`config.mk`:
```
export PLATFORM = sky130hd
export DESIGN_NAME = memory_access
export DESIGN_NICKNAME = d
export VERILOG_FILES = /design/src/rtl/memory_access.sv
export SDC_FILE = /design/constraint.sdc
export NUM_CORES = 1
export LEC_CHECK = 0
export BUFFER_PORTS_ARGS = -buffer_cell sky130_fd_sc_hd__buf_2
export CORE_AREA = 2 2 434 436
export DETAILED_ROUTE_END_ITERATION = 7
export DIE_AREA = 0 0 436 438
export GPL_ROUTABILITY_DRIVEN = 0
export GPL_TIMING_DRIVEN = 0
export PLACE_DENSITY_LB_ADDON = 0.3
export REMOVE_ABC_BUFFERS = 1
export SLEW_MARGIN = 20
export SYNTH_ARGS = -nofsm -noshare
export SYNTH_HDL_FRONTEND = slang
export SYNTH_SLANG_ARGS = --single-unit
```
`constraint.sdc`:
```
create_clock -name clk -period 3.1 [get_ports clk]
set_input_delay 0.465 -clock clk [delete_from_list [all_inputs] [get_ports clk]]
set_output_delay 0.465 -clock clk [all_outputs]
set_load 0.01 [all_outputs]
```
`src/rtl/memory_access.sv`:
```
// Memory stage of the in-order RV64 pipeline: data-bus loads/stores, misalignment traps, mem_wb register.
// Optional: define DIFFTEST_MMIO_SKIP_EN to mark loads/stores below MMIO_LIMIT with difftest_skip.
package memory_access_pkg;
  typedef enum logic [3:0] {
    OP_NOP, OP_ALU, OP_LB, OP_LH, OP_LW, OP_LD, OP_LBU, OP_LHU, OP_LWU,
    OP_SB, OP_SH, OP_SW, OP_SD
  } op_t;

  typedef struct packed {
    logic        csr_write;
    logic [11:0] csr_addr;
    logic [63:0] csr_value;
  } csr_t;

  typedef struct packed {
    logic        jump_valid;
    logic [63:0] jump_pc;
  } jump_t;

  typedef struct packed {
    logic       trap_valid;
    logic [3:0] trap_code;
  } trap_t;

  typedef struct packed {
    logic        valid;
    op_t         op;
    logic [31:0] inst;
    logic [63:0] inst_pc;
    logic [63:0] value;        // ALU result / effective address
    logic [63:0] store_data;   // rs2
    logic [4:0]  rd;
    logic        reg_write;
    csr_t        csr;
    jump_t       jump;
    trap_t       trap;
    logic [63:0] inst_counter;
    logic        difftest_skip;
  } ex_mem_t;

  typedef struct packed {
    logic        valid;
    op_t         op;
    logic [31:0] inst;
    logic [63:0] inst_pc;
    logic [63:0] value;
    logic [4:0]  rd;
    logic        reg_write;
    csr_t        csr;
    jump_t       jump;
    trap_t       trap;
    logic [63:0] inst_counter;
    logic        difftest_skip;
  } mem_wb_t;

  typedef struct packed {
    logic        reg_write_enable;
    logic [4:0]  rd;
    logic [63:0] value;
  } reg_writer_t;
endpackage

module memory_access
  import memory_access_pkg::*;
#(
  parameter int          XLEN       = 64,
  parameter logic [63:0] MMIO_LIMIT = 64'h8000_0000
) (
  input  logic             clk,
  input  logic             rst_n,
  input  ex_mem_t          ex_mem_state,
  input  logic             flush,
  output logic             mem_stall,
  output mem_wb_t          mem_wb_state,
  output logic             dreq_valid,
  output logic [XLEN-1:0]  dreq_addr,
  output logic [2:0]       dreq_size,
  output logic [7:0]       dreq_strobe,
  output logic [XLEN-1:0]  dreq_data,
  input  logic             dresp_ok,
  input  logic [XLEN-1:0]  dresp_data,
  output reg_writer_t      forward
);

  typedef enum logic {IDLE, REQ} state_t;

  state_t    state, state_nx;
  ex_mem_t   req_q, req_nx;
  logic      kill_q, kill_nx;
  mem_wb_t   wb_nx;
  logic [XLEN-1:0] raw, load_val;
  logic [3:0]  bytes;
  logic [15:0] mask16, lane16;

  function automatic logic is_load(op_t op);
    return op inside {OP_LB, OP_LH, OP_LW, OP_LD, OP_LBU, OP_LHU, OP_LWU};
  endfunction

  function automatic logic is_store(op_t op);
    return op inside {OP_SB, OP_SH, OP_SW, OP_SD};
  endfunction

  function automatic logic [1:0] size_of(op_t op);
    case (op)
      OP_LH, OP_LHU, OP_SH: return 2'd1;
      OP_LW, OP_LWU, OP_SW: return 2'd2;
      OP_LD, OP_SD:         return 2'd3;
      default:              return 2'd0;
    endcase
  endfunction

  function automatic logic misaligned(op_t op, logic [2:0] a);
    case (size_of(op))
      2'd1:    return a[0];
      2'd2:    return a[1:0] != 2'b00;
      2'd3:    return a != 3'b000;
      default: return 1'b0;
    endcase
  endfunction

  function automatic logic skip_of(ex_mem_t e);
`ifdef DIFFTEST_MMIO_SKIP_EN
    return e.difftest_skip | ((is_load(e.op) | is_store(e.op)) & (e.value < MMIO_LIMIT));
`else
    return e.difftest_skip;
`endif
  endfunction

  function automatic mem_wb_t pass_wb(ex_mem_t e);
    mem_wb_t w;
    w.valid         = e.valid;
    w.op            = e.op;
    w.inst          = e.inst;
    w.inst_pc       = e.inst_pc;
    w.value         = e.value;
    w.rd            = e.rd;
    w.reg_write     = e.reg_write;
    w.csr           = e.csr;
    w.jump          = e.jump;
    w.trap          = e.trap;
    w.inst_counter  = e.inst_counter;
    w.difftest_skip = skip_of(e);
    return w;
  endfunction

  // Bus returns the whole aligned doubleword; shift the addressed byte to bit 0.
  assign raw = dresp_data >> {req_q.value[2:0], 3'b000};

  always_comb begin
    load_val = raw;
    case (req_q.op)
      OP_LB:   load_val = {{(XLEN-8){raw[7]}},   raw[7:0]};
      OP_LH:   load_val = {{(XLEN-16){raw[15]}}, raw[15:0]};
      OP_LW:   load_val = {{(XLEN-32){raw[31]}}, raw[31:0]};
      OP_LBU:  load_val = {{(XLEN-8){1'b0}},     raw[7:0]};
      OP_LHU:  load_val = {{(XLEN-16){1'b0}},    raw[15:0]};
      OP_LWU:  load_val = {{(XLEN-32){1'b0}},    raw[31:0]};
      default: load_val = raw;
    endcase
  end

  always_comb begin
    state_nx  = state;
    req_nx    = req_q;
    kill_nx   = kill_q;
    wb_nx     = '0;
    mem_stall = 1'b0;
    case (state)
      IDLE: begin
        if (ex_mem_state.valid && !flush) begin
          if ((is_load(ex_mem_state.op) || is_store(ex_mem_state.op)) &&
              !misaligned(ex_mem_state.op, ex_mem_state.value[2:0])) begin
            req_nx    = ex_mem_state;
            kill_nx   = 1'b0;
            state_nx  = REQ;
            mem_stall = 1'b1;
          end else begin
            wb_nx = pass_wb(ex_mem_state);
            // Misaligned access traps in place of the bus op and must not write rd.
            if (is_load(ex_mem_state.op) || is_store(ex_mem_state.op)) begin
              wb_nx.trap.trap_valid = 1'b1;
              wb_nx.trap.trap_code  = is_store(ex_mem_state.op) ? 4'd6 : 4'd4;
              wb_nx.reg_write       = 1'b0;
            end
          end
        end
      end
      REQ: begin
        kill_nx   = kill_q | flush;
        mem_stall = !dresp_ok;
        if (dresp_ok) begin
          wb_nx       = pass_wb(req_q);
          wb_nx.valid = !(kill_q || flush);
          if (is_load(req_q.op)) wb_nx.value = load_val;
          state_nx    = IDLE;
          kill_nx     = 1'b0;
        end
      end
      default: state_nx = IDLE;
    endcase
  end

  always_ff @(posedge clk or negedge rst_n) begin
    if (!rst_n) begin
      state        <= IDLE;
      req_q        <= '0;
      kill_q       <= 1'b0;
      mem_wb_state <= '0;
    end else begin
      state        <= state_nx;
      req_q        <= req_nx;
      kill_q       <= kill_nx;
      mem_wb_state <= wb_nx;
    end
  end

  // Request fields come straight from the latched op, so they stay stable for the whole REQ.
  assign bytes  = 4'd1 << size_of(req_q.op);
  assign mask16 = (16'd1 << bytes) - 16'd1;
  assign lane16 = mask16 << req_q.value[2:0];

  assign dreq_valid  = (state == REQ);
  assign dreq_addr   = {req_q.value[XLEN-1:3], 3'b000};
  assign dreq_size   = {1'b0, size_of(req_q.op)};
  assign dreq_strobe = (dreq_valid && is_store(req_q.op)) ? lane16[7:0] : 8'h00;
  assign dreq_data   = req_q.store_data << {req_q.value[2:0], 3'b000};

  assign forward.reg_write_enable = mem_wb_state.valid & mem_wb_state.reg_write;
  assign forward.rd               = mem_wb_state.rd;
  assign forward.value            = mem_wb_state.value;

endmodule

```
==> metrics.txt, run 1 <==
outcome finished with violations; violated checks negative setup slack; YS warnings 0; IO Port Bufs 1,104; endpoints failing setup 8; number of flops mapped to enable cells by yosys 0; sequential-to-total area share from yosys stat 55.6%; Overflow after GRT 0; via count between 20k and 30k; CP required 2.63 ns; power per cell area 797 nW/um2; Final ANT Viol Nets 0; count of cell types in the netlist 60; WP data arrival 3.12 ns; max_cap viols 0; ys async rst share 100%; min-delay src ex_mem_state[282]; clk_lat worst skew 0.73 ns; fin crit period about 3.6 ns; final hold viol count 0; Leak around 28 nW; Crit Path Class reg -> out; Initial Util 20.0%; top post-synthesis cells by area dfrtp_1 56%, mux2_4 15%, a22o_1 7.6%; H-tree depth 3; Post-synth top cells 831 x dfrtp_1, 366 x mux2_4, 326 x a22o_1, 134 x buf_4, 111 x nor2_1; layout cell share with drive strength beyond 1 46.8%; Hold Slack 0.136 ns; Worst-Margin Slew 0.928 ns; wire per inst 23.1 um; first drt pass iteration count 7; Syn Area/Cell 13.9 um2; clock transition at the registers of the reported paths 0.06 ns; area delta synth->final 46.3%; Post-Syn Area ~37,000 um2; CTS root buf clkbuf_16; Final period util 116%; CP Capture Type primary output; slew margin rel. 38.1%; largest net degree at the start of global routing 132; Site Rows 159; CTS tree built; final max-slew violation count 0; skew final 0.0584 ns; GRT Total Usage 15.5%; Synth Register Bits between 800 and 900; DIE WIDTH 436 um; most frequent cell after synthesis dfrtp_1; chip height about 440 um; core area 187,000 um2; FF-to-FF setup slack -0.05 ns; CTS Buf Count 102; CP max FO 5; CTS Buffer Depth 3; die footprint 191,000 um2; RR Startpoint req_q[443]; initial antenna violation count 24; vias in the first global route 29.9k; first-pass GRT wire length between 200,000 and 250,000 um; Max VDD drop 0.000482 V; Startpoint Class flop; worst setup path startpoint req_q[443]; WL final ~150,000 um; DPL Wire Length 108,000 um; DR vias/cell 4.26; cell count after synthesis 2,696; initial DRC count 1,666; post-synth top area share 55.6%; Final Util between 20% and 30%; nets@finish approximately 4.7k; final setup TNS -2.77 ns; fmax 279 MHz; leading area contributor after synthesis dfrtp_1; Remaining DRCs 0; type of the most critical hold path in -> reg; Top FF cell, synth dfrtp_1; num ports 1,109; clk sinks 831; Setup WS pre-CTS -1.90 ns; final worst slack -0.482 ns; RSZ-0062 raised after global routing true
==> final timing paths <==
kind / depth (start not counted) / end
hold reg to reg: 1 / mem_wb_state[344]
setup reg to reg: 10 / forward[58]
max in group asynchronous: 6 / mem_wb_state[335]
hold / removal: 3 / req_q[282]
min in group asynchronous: 2 / req_q[191]
setup / recovery: 12 / dreq_strobe[7]
==> placed cells by master (no fill, tap or decap), types with 7 or more instances in the layout <==
cell type      Yosys  layout
o2111ai_1         12      11
nand3b_1          11      11
clkbuf_8           0      18
a31oi_1           19      19
mux4_2            13      13
clkbuf_1          86      17
a22o_1           326     325
a221o_1           21      21
a21oi_2            0       9
o2bb2ai_1         18      17
buf_6             41      17
buf_4            134      39
buf_16             0      36
a21oi_1           70      60
nand3_1           20      17
and3b_1           13      13
a21o_1            19      18
dfrtp_1          831     823
o211ai_1           8       8
clkinv_4           0       8
buf_2             73    1102
clkinv_2           0      16
diode_2            0      10
mux2_4           366     371
nand2_1           57      52
clkbuf_16          0     108
mux2i_1          110     102
o21ai_0           69      59
o21a_1            22      22
o21ai_1            0       8
dlygate4sd3_1      0     443
buf_12             0      22
nor2_1           111     100
mux2_2           101      96
and3_1             8       8
o22ai_1           23      19
inv_6              0       7
and2_1            18      17
inv_1             14       8
bufinv_16          0      12
==> where the power goes <==
part           switching (mW)  leakage [nW]  internal (mW)  total (mW)
sequential               1.89          10.5           13.5        15.4
combinational            7.88          15.2           7.45        15.3
clock                    5.26          1.76           7.61        12.9
==> registers in the layout (all words and copies together) (netlist names) <==
name          count
dreq_addr        61
dreq_valid        1
forward          69
kill_q            1
mem_wb_state    314
req_q           385
==> critical path: stages (launching register included) <==
cell      delay [ns]
dfrtp_2         0.46
inv_2           0.08
ha_4            0.18
mux4_2          0.51
inv_2           0.12
nand3_2         0.08
inv_2           0.09
ha_4            0.21
nor2b_4         0.13
nand2_1         0.09
o311ai_1        0.10
a21oi_1         0.21
buf_2           0.18
==> cells by family (layout without fill, tap and decap cells) <==
group,after synthesis,in the layout,synth area share [%]
compound gates,635,635,13.1
fa+ha+maj,9,9,0.301
buf+inv,362,1879,6.05
flops,831,831,55.6
mux,590,590,21.5
other cells,1,14,0.0100
simple gates,268,268,3.45
==> per-stage QoR <==
stage               power, mW  instances  instance area, um2
floorplan                23.3       2352               35200
global placement         29.3       5951               43800
detailed placement       28.9       6014               45300
CTS                      43.7       6698               54300
global route             45.7       6720               54700
finish                   43.6       6721               54700
==> metal layers <==
metal  part of all wire, %  global-route usage, %
met3                   6.3                   3.91
met4                   3.7                   6.08
met1                    39                   18.2
met2                    51                   27.0
met5                 0.052                      0
==> layout make-up <==
type | instances | area [um2]
Fill cell | 19100 | 132000
Antenna cell | 10 | 25.0
Sequential cell | 831 | 20800
Inverter | 15 | 75.1
Timing Repair Buffer | 1673 | 12200
Clock buffer | 138 | 2890
Clock inverter | 53 | 728
Tap cell | 2495 | 3120
Multi-Input combinational cell | 1506 | 14800
==> what timing repair did <==
item                                    4_1_cts  5_1_grt
gates cloned                                  8        5
endpoints found under the setup margin      470      272
pin swaps                                    16        9
hold endpoints to repair                    882        0
buffers inserted                             43        9
hold buffers                                443        0
resized for setup                            75       49
(Power assumes the default switching activity.)
==> run 2: changes to the inputs <==
- CTS_CLUSTER_SIZE: not set -> 20
- clock period: 3.1 -> 4.1 ns (I/O delays scaled with it)
==> run 2 against run 1 <==
Hold slack got worse by 0.029 ns. Register-to-register slack improved by 0.25 ns. Die area unchanged. Sequential share of layout area is 4.3 points higher. Sequential power decreased by 24%. Via count fell by 7.6%. Cell count fell by 7.2%. The run now ends clean. Combinational power decreased by 35%.
==> metrics.txt, run 2 (synthesized netlist as in run 1, its figures left out) <==
largest stage delay on the critical path 0.90 ns (was 0.51 ns); critical path's top delay family buffers and inverters (was multiplexers); worst-path cell chain clkinv_2 > buf_12 > nand2_1 > nand2_1 > o22ai_1 > buf_2 (was inv_2 > ha_4 > mux4_2 > inv_2 > nand3_2 > inv_2 > ha_4 > nor2b_4 > nand2_1 > o311ai_1 > a21oi_1 > buf_2); commonest non-fill, non-tap cells in the layout 1,103 x buf_2, 827 x dfrtp_1, 366 x mux2_4 (was 1,102 x buf_2, 823 x dfrtp_1, 443 x dlygate4sd3_1); chip height 438 um (unchanged); fin crit period 4.00 ns; Final Util 26.3% (was 29.3%); initial DRC count 1,423 (was 1,666); placed insts 6,014 (unchanged); clk_lat worst skew 0.73 ns (about the same); first-pass GRT wire length 207,000 um (was 219,000 um); layout cell share with drive strength beyond 1 50.2% (was 46.8%); worst setup path startpoint req_q[282] (was req_q[443]); Crit Path Class reg -> out (unchanged); CP max FO 55 (was 5); fmax 250 MHz; Site Rows 159 (unchanged); GRT Total Usage 14.8% (was 15.5%); Final period util 97.4%; Worst path slowest cell dfrtp_4 (was mux4_2); Initial Util 20.0% (unchanged); DPL Wire Length 108,000 um (unchanged); Worst-Margin Slew 0.982 ns (was 0.928 ns); RR Startpoint req_q[282] (was req_q[443]); CP Capture Type primary output (unchanged); die footprint 191,000 um2 (unchanged); hold depth 2 (was 3); H-tree depth 3 (unchanged); CP required 3.48 ns (was 2.63 ns); largest net degree at the start of global routing 132 (unchanged); Reg2Reg Depth 7 (was 10); num ports 1,109 (unchanged); outcome completed (was finished with violations); first drt pass iteration count 8 (was 7); Largest register FFs 385 (unchanged); Startpoint Class flop (unchanged); power per cell area 639 nW/um2 (was 797 nW/um2); clock transition at the registers of the reported paths 0.06 ns (about the same); most frequent CP cell nand2_1 (was inv_2); wire per inst 23.5 um (was 23.1 um); most common cell after layout, fill and taps aside buf_2 (unchanged); DR vias/cell 4.24 (was 4.26); nets@finish 4,159 (was 4,653); Leak 25.2 nW (was 27.5 nW); type of the most critical hold path in -> reg (unchanged); CTS Buf Count 102 (unchanged); CTS Buffer Depth 3 (unchanged); skew final 0.0534 ns (was 0.0584 ns); Remaining DRCs 0 (unchanged); initial antenna violation count 45 (was 24); area delta synth->final 31.5% (was 46.3%); Non-Filler Instances 6,237 (was 6,721); max_cap viols 0 (unchanged); CTS tree built (unchanged); clk sinks 831 (unchanged); WP data arrival 3.38 ns (was 3.12 ns); CTS root buf clkbuf_16 (unchanged); WP buf/inv 3 (was 4); core area 187,000 um2 (unchanged); vias in the first global route 27.3k (was 29.9k); Overflow after GRT 0 (unchanged); Levels on crit path 6 (was 12); DIE WIDTH 436 um (unchanged); final max-slew violation count 0 (unchanged); WL final 147,000 um (was 155,000 um); Final ANT Viol Nets 0 (unchanged); slew margin rel. 34.5% (was 38.1%); Top reg by flops req_q (unchanged); overall power 31.4 mW (was 43.6 mW); via count 26.5k (was 28.7k); min-delay src ex_mem_state[312] (was ex_mem_state[282]); Max VDD drop 0.000363 V (was 0.000482 V); endpoints failing setup 0 (was 8); final hold viol count 0 (unchanged); IO Port Bufs 1,104 (unchanged)
[run 2: layout make-up]
class / instances / area, um2
clock buffers: 138 / 2890
inverters: 15 / 60.1
repair buffers: 1179 / 7040
well taps: 2495 / 3120
clock inverters: 53 / 728
flip-flops and latches: 831 / 20800
multi-input cells: 1506 / 14500
diodes: 20 / 50.0
fillers: 19500 / 137000
[run 2: final timing paths]
path | to | slack, ns
worst max register to register | forward[58] | 0.20
min in group asynchronous | req_q[191] | 0.44
max in group asynchronous | req_q[122] | 1.01
worst min register to register | mem_wb_state[344] | 0.48
worst min-delay path | forward[30] | 0.11
worst max-delay path | dreq_data[47] | 0.10
[run 2: power by group]
part	leakage, nW	switching [mW]	internal (mW)
Combinational	12.9	5.28	4.74
Sequential	10.5	1.50	10.2
Clock	1.76	3.97	5.76
Total	25.2	10.8	20.7
[run 2: what timing repair did]
| action | 4_1_cts | 5_1_grt |
|---|---|---|
| endpoints found under the setup margin | 51 | 6 |
| endpoints found under the hold margin | 92 | 0 |
| gates cloned | 0 | 0 |
| resized for setup | 9 | 12 |
| hold buffers | 6 | 0 |
| setup buffers | 3 | 3 |
| pin swaps | 1 | 1 |
[run 2: routing by layer]
metal	wire length [um]	part of all wire (%)	track usage, %
met3	9970	6.8	4.27
met2	73300	50	25.4
met1	57000	39	17.2
met4	6270	4.3	6.16
met5	126	0.086	0
[run 2: metrics by stage]
stage                     setup TNS [ns]  instance area [um2]  hold slack [ns]  setup slack, ns
final                                  0                49200            0.106            0.105
after global routing              -0.161                49100           0.0361          -0.0503
after CTS                              0                49000          0.00100           0.0135
after detailed placement          -81.78                45300            0.453            -1.05
after global placement                 -                43800            0.444           -20.71
after floorplan                 -6114.27                35200            0.319           -14.43
==> run 3: changes to the inputs <==
- REMOVE_ABC_BUFFERS: 1 -> not set
==> run 3 against run 2 <==
Non-clock buffer count is 292 higher. Die area stayed put. Register-to-register slack better by 0.54 ns. Total power is 2.6% higher. Via count is 11% higher. Cell count is 4.8% higher. Worst setup slack better by 0.011 ns. Largest power group unchanged. Maximum frequency is 0.28% higher. Largest cell class unchanged.
==> metrics.txt, run 3 (synthesized netlist as in run 1, its figures left out) <==
fillers 19.7k (was 19.5k); RSZ-0062 raised after global routing true; area delta synth->final 34.5% (was 31.5%); CTS root buf clkbuf_16 (unchanged); slew margin rel. 19.4% (was 34.5%); Startpoint Class flop (unchanged); core area 187,000 um2 (unchanged); initial DRC count 2,313 (was 1,423); clk_lat worst skew 0.75 ns (was 0.73 ns); num ports 1,109 (unchanged); CP Capture Type primary output (unchanged); chip height 438 um (unchanged); H-tree depth 3 (unchanged); type of the most critical hold path in -> reg (unchanged); clock transition at the registers of the reported paths 0.06 ns (about the same); RR Startpoint dreq_valid (was req_q[282]); Initial Util 20.0% (unchanged); most frequent CP cell inv_4 (was nand2_1); Crit Path Class reg -> out (unchanged); WP buf/inv 4 (was 3); commonest non-fill, non-tap cells in the layout 1,166 x buf_2, 827 x dfrtp_1, 366 x mux2_4 (was 1,103 x buf_2, 827 x dfrtp_1, 366 x mux2_4); final worst slack 0.116 ns (was 0.105 ns); DR vias/cell 4.49 (was 4.24); Final ANT Viol Nets 0 (unchanged); fin crit period 3.98 ns (was 4.00 ns); Top reg by flops req_q (unchanged); Final period util 97.2% (was 97.4%); hold depth 2 (unchanged); DIE WIDTH 436 um (unchanged); largest net degree at the start of global routing 135 (was 132); CP max FO 6 (was 55); skew final 0.0345 ns (was 0.0534 ns); final max-slew violation count 0 (unchanged); endpoints failing setup 0 (unchanged); placed insts 6,308 (was 6,014); Worst path slowest cell mux4_2 (was dfrtp_4); clk sinks 831 (unchanged); vias in the first global route 29.6k (was 27.3k); power per cell area 642 nW/um2 (was 639 nW/um2); largest stage delay on the critical path 0.53 ns (was 0.90 ns); CTS Buffer Depth 3 (unchanged); Worst-Margin Slew 1.21 ns (was 0.982 ns); IO Port Bufs 1,104 (unchanged); Site Rows 159 (unchanged); GRT Total Usage 19.5% (was 14.8%); Worst R2R End mem_wb_state[67] (was forward[58]); Overflow after GRT 0 (unchanged); die footprint 191,000 um2 (unchanged); critical path's top delay family buffers and inverters (unchanged); first-pass GRT wire length 258,000 um (was 207,000 um); overall power 32.3 mW (was 31.4 mW); Max VDD drop 0.000342 V (was 0.000363 V); Reg2Reg Depth 8 (was 7); WP data arrival 3.37 ns (was 3.38 ns); via count 29.3k (was 26.5k); Largest register FFs 385 (unchanged); min-delay src ex_mem_state[165] (was ex_mem_state[312]); max_cap viols 0 (unchanged); WHS Endpoint mem_wb_state[165] (was forward[30]); worst-path cell chain buf_4 > ha_2 > mux4_2 > inv_4 > nand3_4 > inv_4 > ha_4 > nor2b_1 > nand2_2 > o31ai_4 > nor3_4 > buf_2 (was clkinv_2 > buf_12 > nand2_1 > nand2_1 > o22ai_1 > buf_2); DPL Wire Length 154,000 um (was 108,000 um); fmax 251 MHz (was 250 MHz); layout cell share with drive strength beyond 1 51.9% (was 50.2%); WL final 193,000 um (was 147,000 um); outcome completed (unchanged); wire per inst 29.5 um (was 23.5 um); Non-Filler Instances 6,534 (was 6,237); initial antenna violation count 104 (was 45); Leak 26.1 nW (was 25.2 nW); FF-to-FF setup slack 0.74 ns (was 0.20 ns); nets@finish 4,449 (was 4,159); CTS Buf Count 100 (was 102); Remaining DRCs 0 (unchanged); CTS tree built (unchanged); first drt pass iteration count 7 (was 8); Setup WS pre-CTS -0.0534 ns (was -1.05 ns); CP required 3.48 ns (about the same); most common cell after layout, fill and taps aside buf_2 (unchanged); final hold viol count 0 (unchanged)
-- run 3: cell types whose count changed in the layout (fill, tap and decap cells not counted), moves of 6 or more --
| cell | before | now |
|---|---|---|
| diode_2 | 20 | 33 |
| clkinv_4 | 8 | 1 |
| buf_6 | 11 | 40 |
| buf_4 | 7 | 160 |
| clkbuf_2 | 0 | 18 |
| clkbuf_8 | 18 | 24 |
| buf_16 | 33 | 8 |
| clkbuf_1 | 17 | 87 |
| buf_12 | 17 | 3 |
| buf_2 | 1103 | 1166 |
-- run 3: metal layers --
layer | GRT usage [%] | share of wire (%) | up-vias
met3 | 5.33 | 7.4 | 392
met4 | 6.98 | 4.0 | 38
met5 | 0 | 0.13 | -
met1 | 25.0 | 42 | 15300
li1 | - | - | 12200
met2 | 31.3 | 47 | 1381
-- run 3: repair_timing --
action | in CTS | in global routing
endpoints found under the hold margin | 61 | 0
resized for setup | 50 | 37
pin swaps | 4 | 6
endpoints found under the setup margin | 73 | 35
hold buffers | 1 | 0
setup buffers | 10 | 3
-- run 3: worst max path at each step --
| stage | startpoint | endpoint | slack [ns] | cells past startpoint |
|---|---|---|---|---|
| after floorplan | req_q[442] | dreq_strobe[4] | 1.02 | 9 |
| after detailed placement | req_q[442] | dreq_strobe[3] | -0.05 | 12 |
| after global placement | rst_n | req_q[351] | -16.83 | 1 |
| after global routing | req_q[442] | dreq_strobe[4] | -0.02 | 10 |
| after CTS | req_q[442] | dreq_strobe[3] | -0.05 | 12 |
| final | req_q[443] | dreq_strobe[3] | 0.12 | 12 |
-- run 3: layout make-up --
type	count	area (um2)	share of cell area, %
buffer	343	2260	4.49
antenna	33	82.6	0.164
clock buffer	145	2910	5.79
multi-input combinational	1506	14500	28.8
timing repair buffer	1128	5920	11.8
clock inverter	38	614	1.22
tap	2495	3120	6.21
sequential	831	20800	41.4
inverter	15	72.6	0.144
-- run 3: stage by stage --
stage / area, um2 / util [%] / setup TNS [ns] / hold slack (ns)
floorplan: 37400 / - / 0 / 0.319
global placement: 46000 / 24.7 / - / 0.454
detailed placement: 46300 / 24.8 / -0.139 / 0.453
CTS: 50100 / 26.8 / -0.0471 / 0.0124
global route: 50200 / 26.9 / -0.0570 / 0.0404
finish: 50300 / 26.9 / 0 / 0.104
-- run 3: power breakdown --
group | switching [mW] | internal, mW
logic | 6.04 | 5.03
registers | 1.40 | 10.2
clock network | 3.99 | 5.61
